$ cat config.mk
export PLATFORM = sky130hd
export DESIGN_NAME = s820_resp_misr
export DESIGN_NICKNAME = d
export VERILOG_FILES = /design/src/rtl/s820_bist_pkg.sv /design/src/rtl/s820_resp_misr_core.sv /design/src/rtl/s820_resp_misr.sv
export SDC_FILE = /design/constraint.sdc
export NUM_CORES = 1
export LEC_CHECK = 0
export CAP_MARGIN = 0
export CORE_ASPECT_RATIO = 0.75
export CORE_MARGIN = 2
export CORE_UTILIZATION = 52
export DETAILED_ROUTE_END_ITERATION = 8
export PLACE_DENSITY = 0.95
export SLEW_MARGIN = 10
export SYNTH_ARGS = -nofsm -noshare
export SYNTH_HDL_FRONTEND = slang
export SYNTH_SLANG_ARGS = --single-unit
export TNS_END_PERCENT = 10
$ cat constraint.sdc
create_clock -name blif_clk_net -period 4.3 [get_ports blif_clk_net]
set_input_delay 0.645 -clock blif_clk_net [delete_from_list [all_inputs] [get_ports blif_clk_net]]
set_output_delay 0.645 -clock blif_clk_net [all_outputs]
set_load 0.005 [all_outputs]
$ cat src/rtl/s820_bist_pkg.sv
// Shared types and defaults for the s820 BIST response path: FSM states,
// MISR geometry and the s820 output bit ordering inside the response vector.
package s820_bist_pkg;

  typedef enum logic [1:0] {
    IDLE = 2'd0,
    RUN  = 2'd1,
    DONE = 2'd2
  } misr_state_e;

  localparam int          MISR_SIG_W = 32;
  localparam int          MISR_CNT_W = 16;
  localparam logic [31:0] MISR_POLY  = 32'h04C11DB7;
  localparam logic [31:0] MISR_SEED  = 32'h00000000;

  // s820 outputs are concatenated G290 (msb) down to G302 (lsb)
  localparam int S820_RESP_W    = 19;
  localparam int S820_G290_BIT  = 18;
  localparam int S820_G302_BIT  = 0;

endpackage

$ cat src/rtl/s820_resp_misr_core.sv
// MISR datapath: one shift/feedback/fold step per enabled cycle, plus the
// signature register with a synchronous seed load.
module misr_core #(
  parameter int                IN_W  = 19,
  parameter int                SIG_W = 32,
  parameter logic [SIG_W-1:0]  POLY  = 32'h04C11DB7,
  parameter logic [SIG_W-1:0]  SEED  = 32'h00000000
) (
  input  logic             blif_clk_net,
  input  logic             blif_reset_net,
  input  logic             load,
  input  logic             en,
  input  logic [IN_W-1:0]  resp_in,
  output logic [SIG_W-1:0] sig_next,
  output logic [SIG_W-1:0] signature
);

  logic [SIG_W-1:0] sig_reg;
  logic [SIG_W-1:0] din_ext;

  generate
    for (genvar gi = 0; gi < SIG_W; gi++) begin : g_bit
      if (gi < IN_W) begin : g_din
        assign din_ext[gi] = resp_in[gi];
      end else begin : g_pad
        assign din_ext[gi] = 1'b0;
      end

      // bit 0 receives no shifted-in bit, only feedback and data
      if (gi == 0) begin : g_lsb
        assign sig_next[gi] = (POLY[gi] & sig_reg[SIG_W-1]) ^ din_ext[gi];
      end else begin : g_upper
        assign sig_next[gi] = sig_reg[gi-1] ^ (POLY[gi] & sig_reg[SIG_W-1]) ^ din_ext[gi];
      end
    end
  endgenerate

  always_ff @(posedge blif_clk_net or posedge blif_reset_net) begin
    if (blif_reset_net) begin
      sig_reg <= '0;
    end else if (load) begin
      sig_reg <= SEED;
    end else if (en) begin
      sig_reg <= sig_next;
    end
  end

  assign signature = sig_reg;

endmodule

$ cat src/rtl/s820_resp_misr.sv
// s820 response compactor: counts num_samples accepted responses into a MISR.
// Optional golden compare enabled by S820_MISR_GOLDEN_CMP_EN.
module s820_resp_misr
  import s820_bist_pkg::*;
#(
  parameter int                IN_W  = S820_RESP_W,
  parameter int                SIG_W = MISR_SIG_W,
  parameter int                CNT_W = MISR_CNT_W,
  parameter logic [SIG_W-1:0]  POLY  = MISR_POLY,
  parameter logic [SIG_W-1:0]  SEED  = MISR_SEED
) (
  input  logic             blif_clk_net,
  input  logic             blif_reset_net,
  input  logic             start,
  input  logic [CNT_W-1:0] num_samples,
  input  logic [IN_W-1:0]  resp_in,
  input  logic             resp_valid,
  output logic             busy,
  output logic             done,
  output logic [SIG_W-1:0] signature
`ifdef S820_MISR_GOLDEN_CMP_EN
  ,
  input  logic [SIG_W-1:0] golden,
  output logic             match,
  output logic             fail
`endif
);

  misr_state_e      state_reg, state_next;
  logic [CNT_W-1:0] cnt_reg, cnt_next;
  logic             load;
  logic             en;
  logic [SIG_W-1:0] sig_next;

  misr_core #(
    .IN_W  (IN_W),
    .SIG_W (SIG_W),
    .POLY  (POLY),
    .SEED  (SEED)
  ) u_core (
    .blif_clk_net   (blif_clk_net),
    .blif_reset_net (blif_reset_net),
    .load           (load),
    .en             (en),
    .resp_in        (resp_in),
    .sig_next       (sig_next),
    .signature      (signature)
  );

  always_ff @(posedge blif_clk_net or posedge blif_reset_net) begin
    if (blif_reset_net) begin
      state_reg <= IDLE;
      cnt_reg   <= '0;
    end else begin
      state_reg <= state_next;
      cnt_reg   <= cnt_next;
    end
  end

  // Exit is decided on cnt_reg==1 before decrementing, so the counter never wraps.
  always_comb begin
    state_next = state_reg;
    cnt_next   = cnt_reg;
    load       = 1'b0;
    en         = 1'b0;
    case (state_reg)
      IDLE, DONE: begin
        if (start) begin
          load       = 1'b1;
          cnt_next   = num_samples;
          state_next = (num_samples == '0) ? DONE : RUN;
        end
      end
      RUN: begin
        if (resp_valid) begin
          en       = 1'b1;
          cnt_next = cnt_reg - CNT_W'(1);
          if (cnt_reg == CNT_W'(1)) begin
            state_next = DONE;
          end
        end
      end
      default: state_next = IDLE;
    endcase
  end

  always_comb begin
    busy = (state_reg == RUN);
    done = (state_reg == DONE);
  end

`ifdef S820_MISR_GOLDEN_CMP_EN
  logic match_reg, fail_reg;

  // A zero-sample capture finishes on the start edge with the seed as its result.
  always_ff @(posedge blif_clk_net or posedge blif_reset_net) begin
    if (blif_reset_net) begin
      match_reg <= 1'b0;
      fail_reg  <= 1'b0;
    end else if (load) begin
      match_reg <= (num_samples == '0) && (SEED == golden);
      fail_reg  <= (num_samples == '0) && (SEED != golden);
    end else if (state_reg == RUN && state_next == DONE) begin
      match_reg <= (sig_next == golden);
      fail_reg  <= (sig_next != golden);
    end
  end

  assign match = match_reg;
  assign fail  = fail_reg;
`else
  wire unused_sig_next = ^sig_next;
`endif

endmodule

==> metrics, run 1 <==
status=complete, no violations; PortBufs=72; DP HPWL=4.976 mm; Worst Tran Pin Value=1039 ps; CTS tree=built; Post-Synth Adder-Cell Area=0.9229%; Total Routing Usage GR=26.05%; Max-Cap Viols=0; DRT Wirelength=7.411 mm; final non-filler cell total=417; Worst-path clk slew=90 ps; Mapped Cells=292; Synth top area share=46.15%; Setup CP Type=flip-flop to primary output; nets=397; Fin. Hold Viols=0; worst-skew pair later-pin latency=300 ps; post-synthesis cell type count=49; Routability Congestion=0.8262; DRC viols=0; critical path capture point type=primary output; height of the chip=66.54 µm; post-CTS setup buffers=0; post-route cell area=3583 µm²; min Tclk post-route=2921 ps; initial antenna violation count=0; fraction of synthesized area in multiplexers=0.3692%; Overflow after GRT=0; Post-Syn Nets=333; Simple-Gate Fraction of Synth Area=19.34%; Core Area=4955 µm²; number of global-route vias before repair=2444; largest family of logic cells by synthesized area=simple AND/OR/NAND/NOR gates; RSZ-0062 raised after global routing=no; WP data required=3650 ps; crit path max fanout=28; Worst Path Arrival=2280 ps; max-slew violations=0; Routed Antenna Nets=0; Final Power=1.916 mW; Worst Clk Skew=5.745 ps; Placed Instances=409; f_max=342.3 MHz; Post-synth EDFFs=0; row cnt=22; Area contributors post-synth=dfrtp_1 46%, xnor2_1 7.1%, o21ai_0 4.8%, a21oi_1 4.4%, nand2_1 4.0%; post-CTS sizing=0; CP Launch Type=flip-flop; Placed Area=3441 µm²; die area=5814 µm²; CTS Hold Buffers Added=0; ys flop type=dfrtp_1; LEAKAGE=1.421 nW; drt initial violations=263; DR pass1 iterations=5; Hold WS=562.1 ps; Initial Util=54.72%; fraction of layout cells with a size suffix above 1=5.322%; CTS sink cnt=50; Power Dens Cells=534.7 nW/µm²; syn_area_per_cell=9.285 µm²; WL/cell=17.77 µm; final setup vio count=0; worst vdd ir=0.2923 mV; Longest Clk Path Bufs=2; IO Count=73; Slew headroom=30.65%; via/cell ratio=6.221; XOR/XNOR Fraction of Synth Area=10.34%; fin crit share=67.94%; antenna cells=0; Synth Area in Compound Gates=18.55%; Worst Hold Class=flip-flop to flip-flop; asr flop ratio synth=100.0%; Sum Neg Setup Slack=0 ps; Die W=87.38 µm; post-synthesis sequential area ratio=46.15%; post-synth top area cell=dfrtp_1; largest net degree at the start of global routing=51; CTS root buffer=clkbuf_8; DR vias=2594; max reg flops=32; #FFs+latches synth=50; H-tree levels=2; total CTS buffers=5; first-pass GRT wire length=11.74 mm; Netlist Area Pre-Place=2711 µm²; Area Growth Syn to Fin=32.16%; yosys warns=0
## cell usage after synthesis (2+ instances only)
master      n
a211oi_1   11
nor2_1     20
o22ai_1     5
ha_1        2
inv_1       4
nor2b_1     2
a2bb2oi_1   4
nand3_1    15
and3_1      2
dfrtp_1    50
nand4_1     2
xnor2_1    22
nand2b_1    2
buf_1       3
a21oi_1    24
a31oi_1     2
nor3_1      4
nand4b_1    2
buf_2       7
nor4_1      8
o21ai_0    26
xor2_1     10
nor3b_1     2
nand2_1    29
buf_6       2
clkbuf_1    6
nand3b_1    3
o22a_1      2
## per-layer routing
layer  GRT usage, %  up-vias  routed length (µm)
met5              0        -                   0
met4          10.38        0                 217
met3          4.833       28                 610
met2          40.91      154                3391
met1          35.75     1237                3191
li1               -     1175                   -
## critical path, cell delays in order (launching register included)
cell	delay (ps)
dfrtp_1	490
nand2b_1	400
inv_2	490
clkdlybuf4s50_1	590
## stage by stage
stage | util [%] | setup WS [ps]
floorplan | - | 2454
global placement | 69.44 | 1828
detailed placement | 69.44 | 1746
CTS | 72.32 | 1450
global route | 72.32 | 1268
finish | 72.32 | 1379
## placed cells by master, fill, tap and decap left out, types with 4 or more instances in the layout
master            n
xnor2_1          22
clkbuf_8          6
a211oi_1         11
nor3_1            4
clkdlybuf4s50_1  72
a2bb2oi_1         4
nand2_1          29
xor2_1           10
o22ai_1           5
nand3_1          15
buf_4             4
a21oi_1          24
o21ai_0          26
dfrtp_1          50
nor4_1            8
nor2_1           20
## path summary, 6_finish.rpt
kind	cells past startpoint	endpoint	startpoint	slack (ps)
worst min register to register	2	u_core.signature[20]$_DFFE_PP0P_	u_core.signature[19]$_DFFE_PP0P_	560
worst min-delay path	2	u_core.signature[20]$_DFFE_PP0P_	u_core.signature[19]$_DFFE_PP0P_	560
worst max register to register	6	cnt_reg[12]$_DFFE_PP0P_	cnt_reg[1]$_DFFE_PP0P_	2070
min in group asynchronous	2	u_core.signature[12]$_DFFE_PP0P_	blif_reset_net	910
max in group asynchronous	2	u_core.signature[30]$_DFFE_PP0P_	blif_reset_net	2740
worst max-delay path	3	busy	state_reg[0]$_DFFE_PP0P_	1380
## layout make-up
class                   instances  area [µm²]
clock buffers                   6       82.58
clock inverters                 2       60.06
fillers                       336        1371
inverters                       5       18.77
multi-input cells             218        1345
flip-flops and latches         50        1251
well taps                      60       75.07
repair buffers                 76       750.7
## report_power, final
group | switching (mW) | total (mW) | internal [mW]
sequential | 0.197 | 0.823 | 0.626
combinational | 0.280 | 0.686 | 0.406
clock | 0.159 | 0.407 | 0.248
## kinds of logic after synthesis
family                   after synthesis
buffers and inverters                 24
AND/OR/NAND/NOR                      100
flip-flops                            50
multiplexers                           1
XOR/XNOR                              32
AO/OA/AOI/OAI                         83
adder cells (fa/ha/maj)                2
Note: power is estimated with default switching activity, not from simulation.
==> run 2: changes to the inputs <==
CORE_UTILIZATION = 48   (was 52)
PLACE_DENSITY = 0.91   (was 0.95)
clock period = 2.85 ns   (was 4.3 ns; I/O delays follow)
==> run 2 against run 1 <==
  * Non-clock buffer count up 4
  * Sequential share of layout area fell by 0.28 points
  * Combinational power increased by 52%
  * Critical endpoint unchanged
  * Core utilization shrank 5.6 points
  * Worst setup slack lost 830 ps
  * Final area grew 0.80%
  * Clock skew is 4.5 ps higher
  * Flip-flop and latch count unchanged
  * Critical path depth unchanged
  * Register-to-register slack worse by 1400 ps
  * Global-route usage is 1.8 points lower
==> metrics, run 2 (synthesis gave the netlist of run 1 again) <==
status=complete, no violations (unchanged); DR pass1 iterations=5 (unchanged); LEAKAGE=1.425 nW (was 1.421 nW); Sum Neg Setup Slack=0 ps (unchanged); DP HPWL=5.041 mm (was 4.976 mm); fraction of layout cells with a size suffix above 1=6.094% (was 5.322%); DR vias=2498 (was 2594); max reg flops=32 (unchanged); flop2flop setup slack=710 ps (was 2070 ps); Place WS=606.9 ps (was 1746 ps); FF-to-FF path depth=6 (unchanged); min Tclk post-route=2297 ps; Longest Clk Path Bufs=2 (unchanged); Initial Util=50.12% (was 54.72%); worst-path cell chain=nand2b_1 -> inv_2 -> clkdlybuf4s50_1 (unchanged); IO Count=73 (unchanged); CTS sink cnt=50 (unchanged); final setup vio count=0 (unchanged); Max-Cap Viols=0 (unchanged); max-slew violations=0 (unchanged); Final Power=2.766 mW (was 1.916 mW); Worst Path Arrival=1870 ps (was 2280 ps); DRT Wirelength=7.297 mm (was 7.411 mm); H-tree levels=2 (unchanged); nets=401 (was 397); Fillers=447 (was 336); via/cell ratio=5.729 (was 6.221); CTS root buffer=clkbuf_8 (unchanged); Slew headroom=45.83% (was 30.65%); largest net degree at the start of global routing=51 (unchanged); CTS tree=built (unchanged); crit path max fanout=18 (was 28); DRC viols=0 (unchanged); Core Area=5410 µm² (was 4955 µm²); crit-path max cell delay=500 ps (was 590 ps); slowest CP cell=clkdlybuf4s50_1 (unchanged); post-layout util=66.77% (was 72.32%); worst-skew pair later-pin latency=300 ps (about the same); Overflow after GRT=0 (unchanged); drt initial violations=192 (was 263); Multi-input gate area=1345 µm² (unchanged); row cnt=23 (was 22); CTS Hold Buffers Added=0 (unchanged); WL/cell=16.74 µm (was 17.77 µm); Total Routing Usage GR=24.27% (was 26.05%); total CTS buffers=5 (unchanged); commonest cells after routing, fill and taps aside=72 x clkdlybuf4s50_1, 50 x dfrtp_1, 29 x nand2_1, 26 x o21ai_0, 24 x a21oi_1 (unchanged); Routability Congestion=0.8629 (was 0.8262); fin crit share=80.61%; WP data required=2420 ps (was 3650 ps); antenna cells=0 (unchanged); initial antenna violation count=0 (unchanged); height of the chip=69.09 µm (was 66.54 µm); critical path capture point type=primary output (unchanged); die area=6272 µm² (was 5814 µm²); worst vdd ir=0.4076 mV (was 0.2923 mV); post-CTS sizing=0 (unchanged); post-CTS setup buffers=0 (unchanged); Worst Clk Skew=10.25 ps (was 5.745 ps); CP Launch Type=flip-flop (unchanged); Worst Hold Class=input pin to async pin (was flip-flop to flip-flop); Setup CP Type=flip-flop to primary output (unchanged); f_max=435.3 MHz; Die W=90.79 µm (was 87.38 µm); Worst Tran Pin Value=801.2 ps (was 1039 ps); Hold WS=475.3 ps (was 562.1 ps); Final Worst Setup Slack=552.8 ps (was 1379 ps); Worst-path clk slew=100 ps (was 90 ps); commonest non-fill, non-tap cell in the layout=clkdlybuf4s50_1 (unchanged); Area Growth Syn to Fin=33.23% (was 32.16%); PortBufs=72 (unchanged); total area of sequential cells=1251 µm² (unchanged); Power Dens Cells=765.7 nW/µm² (was 534.7 nW/µm²); Routed Antenna Nets=0 (unchanged); first-pass GRT wire length=12.32 mm (was 11.74 mm); Fin. Hold Viols=0 (unchanged); RSZ-0062 raised after global routing=no (unchanged); number of global-route vias before repair=2419 (was 2444)
run 2: cell count changes in the layout (fill, tap and decap cells not counted), sizes merged:
cell	change
buf	+4
bufinv	-1
clkinvlp	+1
run 2: where the power goes:
part	internal [mW]	switching [mW]	total (mW)
Clock	0.262	0.247	0.510
Combinational	0.625	0.417	1.04
Sequential	0.945	0.269	1.21
run 2: worst paths after layout:
| kind | startpoint | endpoint |
|---|---|---|
| setup / recovery | state_reg[0]$_DFFE_PP0P_ | busy |
| hold / removal | blif_reset_net | cnt_reg[4]$_DFFE_PP0P_ |
| setup reg to reg | cnt_reg[0]$_DFFE_PP0P_ | cnt_reg[12]$_DFFE_PP0P_ |
| hold reg to reg | u_core.signature[27]$_DFFE_PP0P_ | u_core.signature[28]$_DFFE_PP0P_ |
| max in group asynchronous | blif_reset_net | cnt_reg[9]$_DFFE_PP0P_ |
| min in group blif_clk_net | u_core.signature[27]$_DFFE_PP0P_ | u_core.signature[28]$_DFFE_PP0P_ |
run 2: final cells by class:
type                            instances  area share [%]
Multi-Input combinational cell        218           37.24
Tap cell                               75           2.598
Clock buffer                            6           2.009
Timing Repair Buffer                   80           21.96
Sequential cell                        50           34.64
Inverter                                5          0.5196
Clock inverter                          2           1.039
run 2: metal layers:
metal	up-vias	part of all wire, %	global-route usage, %
met3	15	5.5	5.027
met2	99	49	39.97
met5	-	0	0
li1	1181	-	-
met1	1203	44	32.72
met4	0	1.6	6.902
run 2: worst max-delay path: cells and delay by family (launching register included):
kind                   cells  cell delay (ps)
flip-flops                 1              480
buffers and inverters      2              650
AND/OR/NAND/NOR            1              420
run 2: stage by stage:
stage	cells	instance area (µm²)
4_1_cts	436	3612
5_1_grt	436	3612
2_1_floorplan	292	2711
3_5_place_dp	428	3502
6_report	436	3612
3_3_place_gp	428	3502
==> run 3: changes to the inputs <==
clock period = 2.28 ns   (was 2.85 ns; I/O delays follow)
==> run 3 against run 2 <==
  * Clock skew is 2.1 ps lower
  * Sequential power up 26%
  * Global-route usage down 0.32 points
  * Non-clock buffer count up 5
  * Power is 23% higher
  * Routed wire length fell by 2.0%
  * Critical endpoint is now cnt_reg[12]$_DFFE_PP0P_
  * Worst setup slack got worse by 140 ps
  * Count of clock-buffer cells in the layout up 1
  * Register-to-register slack worse by 300 ps
  * Core utilization up 0.35 points
  * Via count up 2.1%
  * Die area stayed put
==> metrics, run 3 (synthesis gave the netlist of run 1 again) <==
min Tclk post-route=1871 ps; busiest grt layer=met2 (unchanged); CTS sink cnt=50 (unchanged); RSZ-0062 raised after global routing=no (unchanged); Clk pwr share=16.1% (was 18.4%); DRT Wirelength=7.149 mm (was 7.297 mm); f_max=534.4 MHz; post-CTS sizing=0 (unchanged); Switch Pwr=1.177 mW (was 0.9330 mW); DRC viols=0 (unchanged); die area=6272 µm² (unchanged); Total Routing Usage GR=23.95% (was 24.27%); worst vdd ir=0.4148 mV (was 0.4076 mV); fin crit share=82.07%; post-route cell area=3631 µm² (was 3612 µm²); largest net degree at the start of global routing=51 (unchanged); total CTS buffers=5 (unchanged); Longest Clk Path Bufs=2 (unchanged); Core Area=5410 µm² (unchanged); Sum Neg Setup Slack=0 ps (unchanged); status=complete, no violations (unchanged); IO Count=73 (unchanged); Routed Antenna Nets=0 (unchanged); sw frac=34.69% (was 33.73%); Fin. Hold Viols=0 (unchanged); Routability Congestion=0.9531 (was 0.8629); commonest non-fill, non-tap cell in the layout=clkdlybuf4s50_1 (unchanged); antenna cells=0 (unchanged); worst-skew pair later-pin latency=310 ps (was 300 ps); crit path max fanout=5 (was 18); GR Util met2=38.39% (was 39.97%); via/cell ratio=5.782 (was 5.729); DP HPWL=5.043 mm (was 5.041 mm); CTS Hold Buffers Added=0 (unchanged); Slew headroom=68.26% (was 45.83%); height of the chip=69.09 µm (unchanged); LEAKAGE=1.446 nW (was 1.425 nW); first-pass GRT wire length=12.17 mm (was 12.32 mm); Initial Util=50.12% (unchanged); Place WS=248.1 ps (was 606.9 ps); grt met3 use=3.934% (was 5.027%); sequential share of power=45.0% (was 43.9%); Worst Clk Skew=8.182 ps (was 10.25 ps); max reg flops=32 (unchanged); WP data required=2510 ps (was 2420 ps); number of global-route vias before repair=2512 (was 2419); Die W=90.79 µm (unchanged); Worst Path Arrival=2100 ps (was 1870 ps); CTS root buffer=clkbuf_8 (unchanged); nets=406 (was 401); DR pass1 iterations=7 (was 5); max-slew violations=0 (unchanged); Worst Hold Class=input pin to async pin (unchanged); Overflow after GRT=0 (unchanged); Placed Area=3540 µm² (was 3502 µm²); critical path capture point type=flip-flop (was primary output); Gate power share=38.9% (was 37.7%); final setup vio count=0 (unchanged); Worst-path clk slew=100 ps (about the same); H-tree levels=2 (unchanged); WL/cell=16.21 µm (was 16.74 µm); Worst Tran Pin Value=472.5 ps (was 801.2 ps); DR vias=2550 (was 2498); fraction of layout cells with a size suffix above 1=7.377% (was 6.094%); met1 Track Usage GR=33.95% (was 32.72%); CTS tree=built (unchanged); CP Launch Type=flip-flop (unchanged); Power Dens Cells=934.8 nW/µm² (was 765.7 nW/µm²); PortBufs=72 (unchanged); initial antenna violation count=0 (unchanged); post-layout util=67.11% (was 66.77%); Max-Cap Viols=0 (unchanged); row cnt=23 (unchanged); post-CTS setup buffers=0 (unchanged); Setup CP Type=flip-flop to flip-flop (was flip-flop to primary output); Area Growth Syn to Fin=33.92% (was 33.23%); Final Worst Setup Slack=408.8 ps (was 552.8 ps); drt initial violations=198 (was 192); Int Power=2.217 mW (was 1.833 mW); commonest cells after routing, fill and taps aside=72 x clkdlybuf4s50_1, 50 x dfrtp_1, 29 x nand2_1, 26 x o21ai_0, 24 x a21oi_1 (unchanged)
## run 3: cell types whose count changed in the layout (fill, tap and decap cells not counted)
cell        change
buf_4           +5
bufinv_16       -1
clkbuf_8        +1
clkinv_2        +1
clkinvlp_4      -1
## run 3: path summary, 6_finish.rpt
| kind | startpoint | end | slack [ps] | cells after the start |
|---|---|---|---|---|
| min in group blif_clk_net | u_core.signature[20]$_DFFE_PP0P_ | u_core.signature[21]$_DFFE_PP0P_ | 560 | 2 |
| max in group asynchronous | blif_reset_net | u_core.signature[22]$_DFFE_PP0P_ | 1660 | 3 |
| min | blif_reset_net | u_core.signature[15]$_DFFE_PP0P_ | 380 | 3 |
| min reg2reg | u_core.signature[20]$_DFFE_PP0P_ | u_core.signature[21]$_DFFE_PP0P_ | 560 | 2 |
| max reg2reg | cnt_reg[1]$_DFFE_PP0P_ | cnt_reg[12]$_DFFE_PP0P_ | 410 | 7 |
| max | cnt_reg[1]$_DFFE_PP0P_ | cnt_reg[12]$_DFFE_PP0P_ | 410 | 7 |
## run 3: per-stage QoR
stage | std cells | total power, mW | hold slack (ps)
after global routing | 441 | 3.595 | 423.6
after floorplan | 292 | 2.151 | 511.8
after global placement | 433 | 2.777 | 527.9
after detailed placement | 433 | 2.845 | 539.5
after CTS | 441 | 3.396 | 394.3
final | 441 | 3.394 | 383.6
## run 3: metal layers
layer  vias up  wire [µm]
met5         -          0
met4         0         86
met3         9        460
met2       117       3383
met1      1238       3218
li1       1186          -
## run 3: worst max-delay path: stages (launching register included)
cell and delay (ps):
dfrtp_1 430, inv_1 120, ha_1 260, nor4b_1 290
buf_4 190, nand4b_1 130, a21oi_1 180, a2bb2oi_1 190
## run 3: cell type report
| class | instances | area, µm² |
|---|---|---|
| Fill cell | 434 | 1779 |
| Multi-Input combinational cell | 218 | 1345 |
| Sequential cell | 50 | 1251 |
| Timing Repair Buffer | 85 | 830.8 |
| Tap cell | 75 | 93.84 |
| Clock buffer | 7 | 86.33 |
| Inverter | 5 | 18.77 |
| Clock inverter | 1 | 5.005 |
## run 3: power by group through the flow
stage	clock [mW]	sequential (mW)	combinational, mW
4_1_cts	0.552	1.52	1.32
5_1_grt	0.579	1.57	1.44
6_report	0.548	1.53	1.32
3_3_place_gp	0	1.52	1.26
2_1_floorplan	0	1.47	0.678
3_5_place_dp	0	1.53	1.31
